**config.mk**
```make
export PLATFORM = sky130hd
export DESIGN_NAME = instr_fetch_unit_flat
export DESIGN_NICKNAME = d
export VERILOG_FILES = /design/src/rtl/instr_fetch_unit_if.sv /design/src/rtl/instr_fetch_unit.sv /design/src/flat_wrapper.sv
export SDC_FILE = /design/constraint.sdc
export NUM_CORES = 1
export LEC_CHECK = 0
export BUFFER_PORTS_ARGS = -buffer_cell sky130_fd_sc_hd__buf_2
export CELL_PAD_IN_SITES_DETAIL_PLACEMENT = 1
export CELL_PAD_IN_SITES_GLOBAL_PLACEMENT = 1
export CORE_MARGIN = 10
export CORE_UTILIZATION = 35
export CTS_BUF_LIST = sky130_fd_sc_hd__clkbuf_4 sky130_fd_sc_hd__clkbuf_8 sky130_fd_sc_hd__clkbuf_16
export CTS_CLUSTER_DIAMETER = 100
export DETAILED_ROUTE_END_ITERATION = 8
export GPL_ROUTABILITY_DRIVEN = 0
export GPL_TIMING_DRIVEN = 0
export PLACE_DENSITY = 0.92
export SLEW_MARGIN = 20
export SYNTH_ARGS = -nofsm -noshare
export SYNTH_HDL_FRONTEND = slang
export SYNTH_SLANG_ARGS = --single-unit
```
**constraint.sdc**
```tcl
create_clock -name clk -period 5.6 [get_ports clk]
set_clock_uncertainty 0.1 [all_clocks]
set_input_delay 1.12 -clock clk [delete_from_list [all_inputs] [get_ports clk]]
set_output_delay 1.12 -clock clk [all_outputs]
set_load 0.02 [all_outputs]
```
**src/rtl/instr_fetch_unit_if.sv**
```systemverilog
// Fetch-stage bundle: instruction-memory handshake, decoder redirect inputs
// and the decoded-field outputs presented to the main decoder.
interface instr_fetch_unit_if #(parameter int XLEN = 32);
  logic            imem_req;
  logic [XLEN-1:0] imem_addr;
  logic            imem_ack;
  logic [XLEN-1:0] imem_rdata;
  logic            stall;
  logic            pc_src;
  logic            jalr;
  logic [XLEN-1:0] target_pc;
  logic [XLEN-1:0] jalr_target;
  logic            instr_valid;
  logic [XLEN-1:0] instr;
  logic [6:0]      opcode;
  logic [2:0]      funct3;
  logic [4:0]      rd;
  logic [4:0]      rs1;
  logic [4:0]      rs2;
  logic [XLEN-1:0] pc;
  logic [XLEN-1:0] pc_plus4;
  logic            fetch_err;
  logic [1:0]      err_code;

  modport master (
    input  imem_ack, imem_rdata, stall, pc_src, jalr, target_pc, jalr_target,
    output imem_req, imem_addr, instr_valid, instr, opcode, funct3, rd, rs1, rs2,
           pc, pc_plus4, fetch_err, err_code
  );

  modport slave (
    output imem_ack, imem_rdata, stall, pc_src, jalr, target_pc, jalr_target,
    input  imem_req, imem_addr, instr_valid, instr, opcode, funct3, rd, rs1, rs2,
           pc, pc_plus4, fetch_err, err_code
  );
endinterface

```
**src/rtl/instr_fetch_unit.sv**
```systemverilog
// Multi-cycle RISC-V fetch stage: PC, imem req/ack with timeout, instruction
// register feeding the decoder, and next-PC selection with misalignment trap.
module instr_fetch_unit #(
  parameter int              XLEN     = 32,
  parameter logic [XLEN-1:0] RESET_PC = '0,
  parameter int              TIMEOUT  = 16
) (
  input  logic             clk,
  input  logic             reset,
  instr_fetch_unit_if.master bus
);
  localparam int CW = $clog2(TIMEOUT + 1);

  typedef enum logic [1:0] {FETCH, ISSUE, ERR} state_t;

  state_t          r_state;
  logic [XLEN-1:0] r_pc;
  logic [XLEN-1:0] r_instr;
  logic            r_req;
  logic            r_vld;
  logic            r_err;
  logic [1:0]      r_code;
  logic [CW-1:0]   r_cnt;
  logic [XLEN-1:0] w_next_pc;
  logic [XLEN-1:0] w_pc_plus4;

  assign w_pc_plus4 = r_pc + XLEN'(4);

  always_comb begin
    w_next_pc = w_pc_plus4;
    if (bus.jalr)        w_next_pc = bus.jalr_target & ~XLEN'(1);
    else if (bus.pc_src) w_next_pc = bus.target_pc;
  end

  // r_req stays low for the first cycle after reset so the request line is
  // never raised while reset is asserted and starts one cycle after release.
  always_ff @(posedge clk or posedge reset) begin
    if (reset) begin
      r_state <= FETCH;
      r_pc    <= RESET_PC;
      r_instr <= '0;
      r_req   <= 1'b0;
      r_vld   <= 1'b0;
      r_err   <= 1'b0;
      r_code  <= 2'b00;
      r_cnt   <= '0;
    end else begin
      case (r_state)
        FETCH: begin
          if (!r_req) begin
            r_req <= 1'b1;
          end else if (bus.imem_ack) begin
            r_instr <= bus.imem_rdata;
            r_cnt   <= '0;
            r_req   <= 1'b0;
            r_vld   <= 1'b1;
            r_state <= ISSUE;
          end else if (r_cnt == CW'(TIMEOUT - 1)) begin
            r_cnt   <= '0;
            r_req   <= 1'b0;
            r_err   <= 1'b1;
            r_code  <= 2'b01;
            r_state <= ERR;
          end else begin
            r_cnt <= r_cnt + CW'(1);
          end
        end
        ISSUE: begin
          if (!bus.stall) begin
            r_vld <= 1'b0;
            if (w_next_pc[1:0] != 2'b00) begin
              r_err   <= 1'b1;
              r_code  <= 2'b10;
              r_state <= ERR;
            end else begin
              r_pc    <= w_next_pc;
              r_req   <= 1'b1;
              r_state <= FETCH;
            end
          end
        end
        default: begin
          r_req <= 1'b0;
          r_vld <= 1'b0;
          r_err <= 1'b1;
        end
      endcase
    end
  end

  assign bus.imem_req    = r_req;
  assign bus.imem_addr   = r_pc;
  assign bus.instr_valid = r_vld;
  assign bus.instr       = r_instr;
  assign bus.opcode      = r_instr[6:0];
  assign bus.funct3      = r_instr[14:12];
  assign bus.rd          = r_instr[11:7];
  assign bus.rs1         = r_instr[19:15];
  assign bus.rs2         = r_instr[24:20];
  assign bus.pc          = r_pc;
  assign bus.pc_plus4    = w_pc_plus4;
  assign bus.fetch_err   = r_err;
  assign bus.err_code    = r_code;
endmodule

```
**src/flat_wrapper.sv**
```systemverilog
// flat-port wrapper written by rule: the top's interface ports become plain ports
module instr_fetch_unit_flat 
#(
  parameter int              XLEN     = 32,
  parameter logic [XLEN-1:0] RESET_PC = '0,
  parameter int              TIMEOUT  = 16
)
  (clk, reset, bus_imem_ack, bus_imem_rdata, bus_stall, bus_pc_src, bus_jalr, bus_target_pc, bus_jalr_target, bus_imem_req, bus_imem_addr, bus_instr_valid, bus_instr, bus_opcode, bus_funct3, bus_rd, bus_rs1, bus_rs2, bus_pc, bus_pc_plus4, bus_fetch_err, bus_err_code);
  instr_fetch_unit_if #(.XLEN(XLEN)) bus_i ();
  input  logic clk;
  input  logic reset;
  input wire logic [$bits(bus_i.imem_ack)-1:0] bus_imem_ack;
  input wire logic [$bits(bus_i.imem_rdata)-1:0] bus_imem_rdata;
  input wire logic [$bits(bus_i.stall)-1:0] bus_stall;
  input wire logic [$bits(bus_i.pc_src)-1:0] bus_pc_src;
  input wire logic [$bits(bus_i.jalr)-1:0] bus_jalr;
  input wire logic [$bits(bus_i.target_pc)-1:0] bus_target_pc;
  input wire logic [$bits(bus_i.jalr_target)-1:0] bus_jalr_target;
  output wire logic [$bits(bus_i.imem_req)-1:0] bus_imem_req;
  output wire logic [$bits(bus_i.imem_addr)-1:0] bus_imem_addr;
  output wire logic [$bits(bus_i.instr_valid)-1:0] bus_instr_valid;
  output wire logic [$bits(bus_i.instr)-1:0] bus_instr;
  output wire logic [$bits(bus_i.opcode)-1:0] bus_opcode;
  output wire logic [$bits(bus_i.funct3)-1:0] bus_funct3;
  output wire logic [$bits(bus_i.rd)-1:0] bus_rd;
  output wire logic [$bits(bus_i.rs1)-1:0] bus_rs1;
  output wire logic [$bits(bus_i.rs2)-1:0] bus_rs2;
  output wire logic [$bits(bus_i.pc)-1:0] bus_pc;
  output wire logic [$bits(bus_i.pc_plus4)-1:0] bus_pc_plus4;
  output wire logic [$bits(bus_i.fetch_err)-1:0] bus_fetch_err;
  output wire logic [$bits(bus_i.err_code)-1:0] bus_err_code;
  assign bus_i.imem_ack = bus_imem_ack;
  assign bus_i.imem_rdata = bus_imem_rdata;
  assign bus_i.stall = bus_stall;
  assign bus_i.pc_src = bus_pc_src;
  assign bus_i.jalr = bus_jalr;
  assign bus_i.target_pc = bus_target_pc;
  assign bus_i.jalr_target = bus_jalr_target;
  assign bus_imem_req = bus_i.imem_req;
  assign bus_imem_addr = bus_i.imem_addr;
  assign bus_instr_valid = bus_i.instr_valid;
  assign bus_instr = bus_i.instr;
  assign bus_opcode = bus_i.opcode;
  assign bus_funct3 = bus_i.funct3;
  assign bus_rd = bus_i.rd;
  assign bus_rs1 = bus_i.rs1;
  assign bus_rs2 = bus_i.rs2;
  assign bus_pc = bus_i.pc;
  assign bus_pc_plus4 = bus_i.pc_plus4;
  assign bus_fetch_err = bus_i.fetch_err;
  assign bus_err_code = bus_i.err_code;
  instr_fetch_unit #(.XLEN(XLEN), .RESET_PC(RESET_PC), .TIMEOUT(TIMEOUT)) u_core (.clk(clk), .reset(reset), .bus(bus_i));
endmodule
```
# Yosys cells after proc, flatten, opt, wreduce, memory -nomap -nowiden
# Index checks and enable logic that the tools add are counted.
# totals
inputBits	102
output_inout_bits	158
elab_cells	65
register_bits	76
# classes
n_reduce_logical	11
n_bitwise	2
add_sub_neg	2
n_eq_ne	10
n_mux	32
# ops
op	count
two-way mux 32 bit	2
adder 32 x 3 -> 32 bit (second input constant)	1
two-way mux 2 bit	10
two-way mux 1 bit	13
two-way mux 5 bit	2
AND reduction 3 bit	3
!= test 2 bit (second input constant)	4
case mux 2 bit (2 select lines)	2
!= test 2 x 1 -> 1 bit (second input constant)	3
case mux 1 bit (2 select lines)	3
AND reduction 6 bit	1
adder 5 x 1 -> 5 bit (second input constant)	1
== test 5 x 4 -> 1 bit (second input constant)	1
AND reduction 5 bit	1
AND reduction 2 bit	2
AND reduction 4 bit	1
nonzero test 2 bit	2
!= test 3 x 2 -> 1 bit (second input constant)	1
== test 2 x 1 -> 1 bit (second input constant)	1
logical NOT 2 bit	1
inverter 1 bit	2

# Depth between registers and ports, before layout
# Gate-level depths: netlist of the first run.
# depth
depth_word	7
ltp_mapped	8
mapped_depth_nobuf	6

# Least setup slack after synthesis of the first run
# Ideal clock, no wire load.
# synth_timing
path_type	register -> output
startpoint	register u_core.r_pc[15] (netlist: u_core.bus.imem_addr[15])
endpoint	output port bus_pc_plus4[30]
required_time_ns	4.380
path_buffers	2
slack_ns	1.969
arrival_ns	2.411
stages_incl_launch_ff	8
path_cell_list	dfrtp_1 -> buf_2 -> nand4_1 -> or4_1 -> buf_2 -> or4_4 -> nor2_1 -> xor2_1
# synth_between
elab_chain_len	1
# synth_rtl
element	line_no	source
start: declaration	instr_fetch_unit.sv:17	logic [XLEN-1:0] r_pc;
start signal: assignment	instr_fetch_unit.sv:76	r_pc <= w_next_pc;
adder 32 x 3 -> 32 bit	instr_fetch_unit.sv:27	assign w_pc_plus4 = r_pc + XLEN'(4);
end: declaration	flat_wrapper.sv:29	output wire logic [$bits(bus_i.pc_plus4)-1:0] bus_pc_plus4;
# Every way passes these cells.

# Worst setup path after layout of the first run
# layout_timing
startpoint	register u_core.r_pc[8] (netlist: u_core.bus.imem_addr[8])
endpoint	output port bus_pc_plus4[30]
# Same word-level chain as after synthesis.

==> summary.md, run 1 <==
| Metric | Value |
|---|---|
| Hold EP | u_core.bus.fetch_err$_DFFE_PP0P_ |
| Num ports | 260 |
| Commonest non-fill, non-tap cell in the layout | buf_2 |
| Non-Filler Cell Area, Final | 6580 sq um |
| All-layer global routing usage | 0.217 |
| FF+latch area | 1900 sq um |
| Sequential area share after synthesis | 0.400 |
| Die Width | 137 um |
| Finished Layout Cells | 959 |
| Most used cell, CP | buf_2 |
| Slew Viols, Final | 0 |
| Syn_nets | 614 |
| Post-Syn Instances | 510 |
| Number of hold violations in the final report | 0 |
| CTS-repair resized insts | 0 |
| Rows | 42 |
| Post-Place Setup Slack | 1770 ps |
| Num CTS Buffers | 9 |
| CTS sink cnt | 76 |
| Worst-margin pin slew | 911 ps |
| Routed Antenna Nets | 0 |
| CTS clk-pin slew, worst paths | 60 ps |
| HP Class | reg -> reg |
| Setup_tns | 0 ps |
| Fillers | 1628 |
| Reg-to-reg slack, setup | 2730 ps |
| PD cells | 568 nW/um^2 |
| Post-layout power | 3.74 mW |
| Total grt overflow | 0 |
| Crit path kind | reg -> out |
| Leading area contributor after synthesis | dfrtp_1 |
| Distinct cells, synth | 59 |
| Die H | 137 um |
| Initial antenna violation count | 4 |
| Area delta synth->final | 38.3% |
| Placed insts | 945 |
| Final core occ | 0.495 |
| Post-CTS setup buffers | 0 |
| Final WS setup | 1380 ps |
| Largest net degree at the start of global routing | 49 |
| Placeable Area | 13300 sq um |
| Starting Density | 0.358 |
| Most frequent cells in the layout | buf_2 (260), dfrtp_1 (76), buf_4 (59) |
| RSZ-0062 raised after global routing | no |
| Crit Path Max Fanout | 9 |
| R2r endpoint | u_core.bus.imem_addr[19]$_DFFE_PP0P_ |
| WL/cell | 22.1 um |
| Synth Cell Area | 4760 sq um |
| Asr flop ratio synth | 1.00 |
| Avg Cell Area, Syn | 9.33 sq um |
| Largest delay share family, worst path | simple AND/OR/NAND/NOR gates |
| Worst EP required | 4380 ps |
| Worst-Skew Late Latency | 330 ps |
| First drt pass iteration count | 4 |
| Port Buffers | 258 |
| Slew headroom | 0.388 |
| Total wire length | 21.2 mm |
| Run status | complete, no violations |
| Peak supply drop | 0.333 mV |
| CP Data Arrival Time | 3000 ps |
| Post-detail-place hpwl | 17.2 mm |
| Period utilization | 0.753 |
| Post-synthesis register bit count | 76 |
| Max Buffers Root-to-Sink | 2 |
| Fmax | 237 MHz |
| Post-CTS Hold Fix Bufs | 0 |
| Top post-synthesis cells by area | dfrtp_1 (40%), buf_4 (9.3%), mux2_2 (7.6%), o21ai_0 (3.5%), nand2_1 (2.8%) |
| Die area | 18700 sq um |
| CTS tree | done |
| Via count | 5079 |
| Vias in the first global route | 5592 |
| Post-synth top flop | dfrtp_1 |
| Path depth of the worst reg2reg path | 6 |
| Hold path cells | 1 |
| Synth warn | 0 |
| Root buffer cell | clkbuf_16 |
| Max-cap violations | 0 |
| Antenna diodes | 0 |
| Placed inst area | 6300 sq um |
| Area of the multi-input gates | 2270 sq um |
| Cells along the critical path | nand4_2, or4_1, buf_2, or4_4, nor2_1, xor2_1, buf_2 |
| CP Launch Type | register |
| Buffers & Inverters on Critical Path | 2 |
| H-tree depth | 3 |
| CP max stage cell | dfrtp_1 |
| Final setup fails | 0 |
| Nets@finish | 884 |
| Share of layout cells above drive strength 1 | 0.484 |
| Vias/cell | 5.30 |
| Largest stage delay, worst path | 590 ps |
| Hold Startpoint | u_core.bus.fetch_err$_DFFE_PP0P_ |
| Leak pwr | 3.27 nW |
| Global-route wire length before repair | 31.7 mm |
| Final Critical Period | 4220 ps |
| R2R Path Start | u_core.r_state[0]$_DFFE_PP0P_ |
| Crit. End Element | output pin |
| DRC viols | 0 |
| Area share of the largest cell type after synthesis | 0.400 |
| Worst hold slack | 360 ps |
| Drt initial violations | 216 |
| Post-synth EDFFs | 0 |
## flip-flops by register name, indices dropped and copies added, names as in the netlist
signal / flops
u_core.bus.imem_addr: 32
u_core.bus.instr: 32
u_core.r_cnt: 5
u_core.bus.err_code: 2
u_core.r_state: 2
u_core.bus.fetch_err: 1
u_core.bus.imem_req: 1
u_core.bus.instr_valid: 1
## cell type report
class / count / area share
tap: 176 / 0.0335
clock buffer: 9 / 0.0342
clock inverter: 5 / 0.00837
timing repair buffer: 259 / 0.200
buffer: 87 / 0.0837
multi-input combinational: 336 / 0.344
inverter: 11 / 0.00665
sequential: 76 / 0.289
## cell families after synthesis
kind of cell / synth area share
and+or+nand+nor: 0.171
muxes: 0.0820
AOI/OAI and AO/OA: 0.167
adders and majority gates: 0.00526
buffers and inverters: 0.124
DFF: 0.400
xor gates and xnor gates: 0.0515
## how the worst max path moves through the flow
stage | cells after the start | slack (ps) | start | endpoint
finish | 7 | 1380 | u_core.bus.imem_addr[8]$_DFFE_PP0P_ | bus_pc_plus4[30]
detailed placement | 8 | 1770 | bus_pc_src | u_core.bus.imem_addr[19]$_DFFE_PP0P_
global route | 7 | 1320 | u_core.bus.imem_addr[8]$_DFFE_PP0P_ | bus_pc_plus4[30]
floorplan | 7 | 1970 | u_core.bus.imem_addr[15]$_DFFE_PP0P_ | bus_pc_plus4[30]
CTS | 7 | 1400 | u_core.bus.imem_addr[8]$_DFFE_PP0P_ | bus_pc_plus4[30]
global placement | 2 | 1380 | reset | u_core.bus.imem_addr[22]$_DFFE_PP0P_
## Yosys cell counts, types with 2 or more instances
library cell,count
nor2b_1,2
and4_1,4
a22o_1,5
a222oi_1,2
nor3_1,8
nor2_1,30
xor2_1,15
dfrtp_1,76
nor3b_1,3
mux2i_1,3
buf_4,59
a22oi_1,9
nand3_1,23
xnor2_1,13
o2bb2ai_1,3
o211ai_1,7
and2_1,4
mux2_2,32
clkbuf_1,25
o41ai_1,3
a221oi_1,5
inv_1,10
o21ai_0,33
ha_1,2
a2bb2oi_1,3
nand2_1,35
a31o_2,3
nand2b_1,10
o221ai_1,3
or2_2,4
nand4_1,7
o31a_1,3
or4_1,3
nor4_1,6
nand3b_1,2
o22ai_1,5
o21a_1,3
buf_2,2
o22a_1,2
a21oi_1,20
and3_1,5
## routing by layer
metal | vias up | share of wire | track usage
met5 | - | 0.0013 | 0
met4 | 6 | 0.019 | 0.0639
met3 | 33 | 0.11 | 0.0850
met2 | 243 | 0.49 | 0.383
met1 | 2472 | 0.38 | 0.234
li1 | 2325 | - | -
## where the power goes
group,internal [mW],switching (mW),total [mW]
clock,0.339,0.229,0.568
combinational,0.838,1.23,2.07
sequential,0.780,0.320,1.10
total,1.96,1.78,3.74
(Power assumes the default switching activity.)
==> inputs of run 2 (changes only) <==
--- a/config.mk
+++ b/config.mk
@@ -9,13 +9,13 @@
 export CELL_PAD_IN_SITES_DETAIL_PLACEMENT = 1
 export CELL_PAD_IN_SITES_GLOBAL_PLACEMENT = 1
 export CORE_MARGIN = 10
-export CORE_UTILIZATION = 35
+export CORE_UTILIZATION = 29
 export CTS_BUF_LIST = sky130_fd_sc_hd__clkbuf_4 sky130_fd_sc_hd__clkbuf_8 sky130_fd_sc_hd__clkbuf_16
 export CTS_CLUSTER_DIAMETER = 100
 export DETAILED_ROUTE_END_ITERATION = 8
 export GPL_ROUTABILITY_DRIVEN = 0
 export GPL_TIMING_DRIVEN = 0
-export PLACE_DENSITY = 0.92
+export PLACE_DENSITY = 0.82
 export SLEW_MARGIN = 20
 export SYNTH_ARGS = -nofsm -noshare
 export SYNTH_HDL_FRONTEND = slang
==> constraint.sdc (replaced) <==
create_clock -name clk -period 3.5 [get_ports clk]
set_clock_uncertainty 0.1 [all_clocks]
set_input_delay 0.7 -clock clk [delete_from_list [all_inputs] [get_ports clk]]
set_output_delay 0.7 -clock clk [all_outputs]
set_load 0.02 [all_outputs]
==> run 2 against run 1 <==
Cell count increased by 5.8%; clock power rose by 72%; final area rose by 3.2%; critical endpoint unchanged; largest cell class unchanged; highest routed layer is now met4.
==> summary.md, run 2 (same netlist as run 1, synthesis figures left out) <==
| Metric | Value |
|---|---|
| Run status | complete, no violations (unchanged) |
| Most frequent cells in the layout | buf_2 (257), buf_4 (72), dfrtp_1 (67) (was buf_2 (260), dfrtp_1 (76), buf_4 (59)) |
| Seq pwr share | 0.276 (was 0.294) |
| Fmax | 293 MHz |
| Initial antenna violation count | 2 (was 4) |
| DRC viols | 0 (unchanged) |
| HP Class | in -> async (was reg -> reg) |
| FF+latch area | 1910 sq um (was 1900 sq um) |
| Post-detail-place hpwl | 17.8 mm (was 17.2 mm) |
| PD cells | 904 nW/um^2 (was 568 nW/um^2) |
| Slew Viols, Final | 0 (unchanged) |
| Number of hold violations in the final report | 0 (unchanged) |
| Clk pwr share | 0.159 (was 0.152) |
| Starting Density | 0.297 (was 0.358) |
| Die Width | 148 um (was 137 um) |
| Drt initial violations | 228 (was 216) |
| GR Util met2 | 0.334 (was 0.383) |
| Pint | 3.24 mW (was 1.96 mW) |
| Worst hold slack | 296 ps (was 360 ps) |
| Largest net degree at the start of global routing | 42 (was 49) |
| Path depth of the worst reg2reg path | 6 (unchanged) |
| Max-cap violations | 0 (unchanged) |
| Crit. End Element | output pin (unchanged) |
| Share of layout cells above drive strength 1 | 0.508 (was 0.484) |
| Fillers | 1999 (was 1628) |
| CP max stage cell | or4_4 (was dfrtp_1) |
| H-tree depth | 3 (unchanged) |
| Peak supply drop | 0.361 mV (was 0.333 mV) |
| Area of the multi-input gates | 2290 sq um (was 2270 sq um) |
| Num ports | 260 (unchanged) |
| Setup_tns | 0 ps (unchanged) |
| Die area | 21900 sq um (was 18700 sq um) |
| Worst-Skew Late Latency | 340 ps (was 330 ps) |
| Largest stage delay, worst path | 590 ps (about the same) |
| Total wire length | 21.8 mm (was 21.2 mm) |
| Sw Share | 0.472 (was 0.477) |
| Die H | 148 um (was 137 um) |
| Post-CTS Hold Fix Bufs | 0 (unchanged) |
| CP Launch Type | register (unchanged) |
| Placed insts | 985 (was 945) |
| Crit path kind | reg -> out (unchanged) |
| CP Data Arrival Time | 2620 ps (was 3000 ps) |
| Final Critical Period | 3420 ps |
| Worst-margin pin slew | 738 ps (was 911 ps) |
| WL/cell | 21.4 um (was 22.1 um) |
| Vias in the first global route | 5414 (was 5592) |
| CTS sink cnt | 76 (unchanged) |
| Most used cell, CP | or4_4 (was buf_2) |
| Area delta synth->final | 42.7% (was 38.3%) |
| Rows | 46 (was 42) |
| First drt pass iteration count | 5 (was 4) |
| Vias/cell | 4.99 (was 5.30) |
| Period utilization | 0.976 |
| Via count | 5065 (was 5079) |
| Root buffer cell | clkbuf_16 (unchanged) |
| Port Buffers | 258 (unchanged) |
| Max Buffers Root-to-Sink | 2 (unchanged) |
| Placeable Area | 16000 sq um (was 13300 sq um) |
| Final setup fails | 0 (unchanged) |
| RSZ-0062 raised after global routing | yes (was no) |
| Gate power share | 0.564 (was 0.554) |
| Routed Antenna Nets | 0 (unchanged) |
| Global-route wire length before repair | 32.5 mm (was 31.7 mm) |
| Final WS setup | 83.6 ps (was 1380 ps) |
| NetSw | 2.90 mW (was 1.78 mW) |
| All-layer global routing usage | 0.190 (was 0.217) |
| Leak pwr | 3.34 nW (was 3.27 nW) |
| Commonest non-fill, non-tap cell in the layout | buf_2 (unchanged) |
| Finished Layout Cells | 1015 (was 959) |
| Total grt overflow | 0 (unchanged) |
| Met3 GRT Util | 0.0634 (was 0.0850) |
| Slew headroom | 0.508 (was 0.388) |
| Nets@finish | 895 (was 884) |
| Post-Place Setup Slack | -55.4 ps (was 1770 ps) |
| Met1 Use GR | 0.217 (was 0.234) |
| Crit Path Max Fanout | 8 (was 9) |
| CTS tree | done (unchanged) |
| Worst EP required | 2700 ps (was 4380 ps) |
| CTS clk-pin slew, worst paths | 60 ps (about the same) |
| Cells along the critical path | buf_6, nand4_1, or4_4, or4_4, nor2_4, xor2_1, buf_4 (was nand4_2, or4_1, buf_2, or4_4, nor2_1, xor2_1, buf_2) |
| Busiest grt layer | met2 (unchanged) |
| Num CTS Buffers | 9 (unchanged) |
-- run 2: worst paths after layout --
| path | from | end | slack, ps |
|---|---|---|---|
| worst max-delay path | u_core.bus.imem_addr[15]$_DFFE_PP0P_ | bus_pc_plus4[30] | 80 |
| worst min-delay path | reset | u_core.bus.instr[3]$_DFFE_PP0P_ | 300 |
| worst max register to register | u_core.r_state[0]$_DFFE_PP0P_ | u_core.bus.imem_addr[19]$_DFFE_PP0P_ | 620 |
| worst min register to register | u_core.bus.fetch_err$_DFFE_PP0P_ | u_core.bus.fetch_err$_DFFE_PP0P_ | 360 |
| max in group asynchronous | reset | u_core.bus.imem_addr[17]$_DFFE_PP0P_ | 2360 |
| min in group clk | u_core.bus.fetch_err$_DFFE_PP0P_ | u_core.bus.fetch_err$_DFFE_PP0P_ | 360 |
-- run 2: layer usage --
metal	up-vias	wire length, um
met5	-	0
met4	0	258
met3	17	1690
met2	211	10900
met1	2480	8890
li1	2357	-
-- run 2: cell type report --
class,count,area share
Tap cell,216,0.0398
Clock inverter,6,0.0103
Multi-Input combinational cell,336,0.338
Clock buffer,10,0.0352
Sequential cell,76,0.282
Buffer,86,0.0812
Antenna cell,3,0.00111
Inverter,11,0.00645
Timing Repair Buffer,271,0.207
-- run 2: worst max-delay path: cells and delay by family, from the launching register on --
kind	cells	cell delay, ps
simple gates	4	1420
flops	1	370
xor+xnor	1	160
buf+inv	2	330
-- run 2: stage by stage --
step                 util  area (sq um)  power [mW]
floorplan               -          4760        3.80
global placement    0.395          6320        5.03
detailed placement  0.396          6340        5.13
CTS                 0.421          6730        6.20
global route        0.424          6790        6.55
finish              0.424          6790        6.14
-- run 2: repair_timing --
item	4_1_cts	5_1_grt
buffers inserted	7	5
resized for setup	13	4
endpoints found under the setup margin	8	9
pin swaps	0	2
-- run 2: power groups by stage --
stage                     Sequential (mW)  Combinational, mW  Clock [mW]
final                                1.70               3.47       0.978
after global routing                 1.77               3.74        1.04
after CTS                            1.71               3.49        1.00
after detailed placement             1.77               3.36           0
after global placement               1.73               3.30           0
after floorplan                      2.05               1.75           0
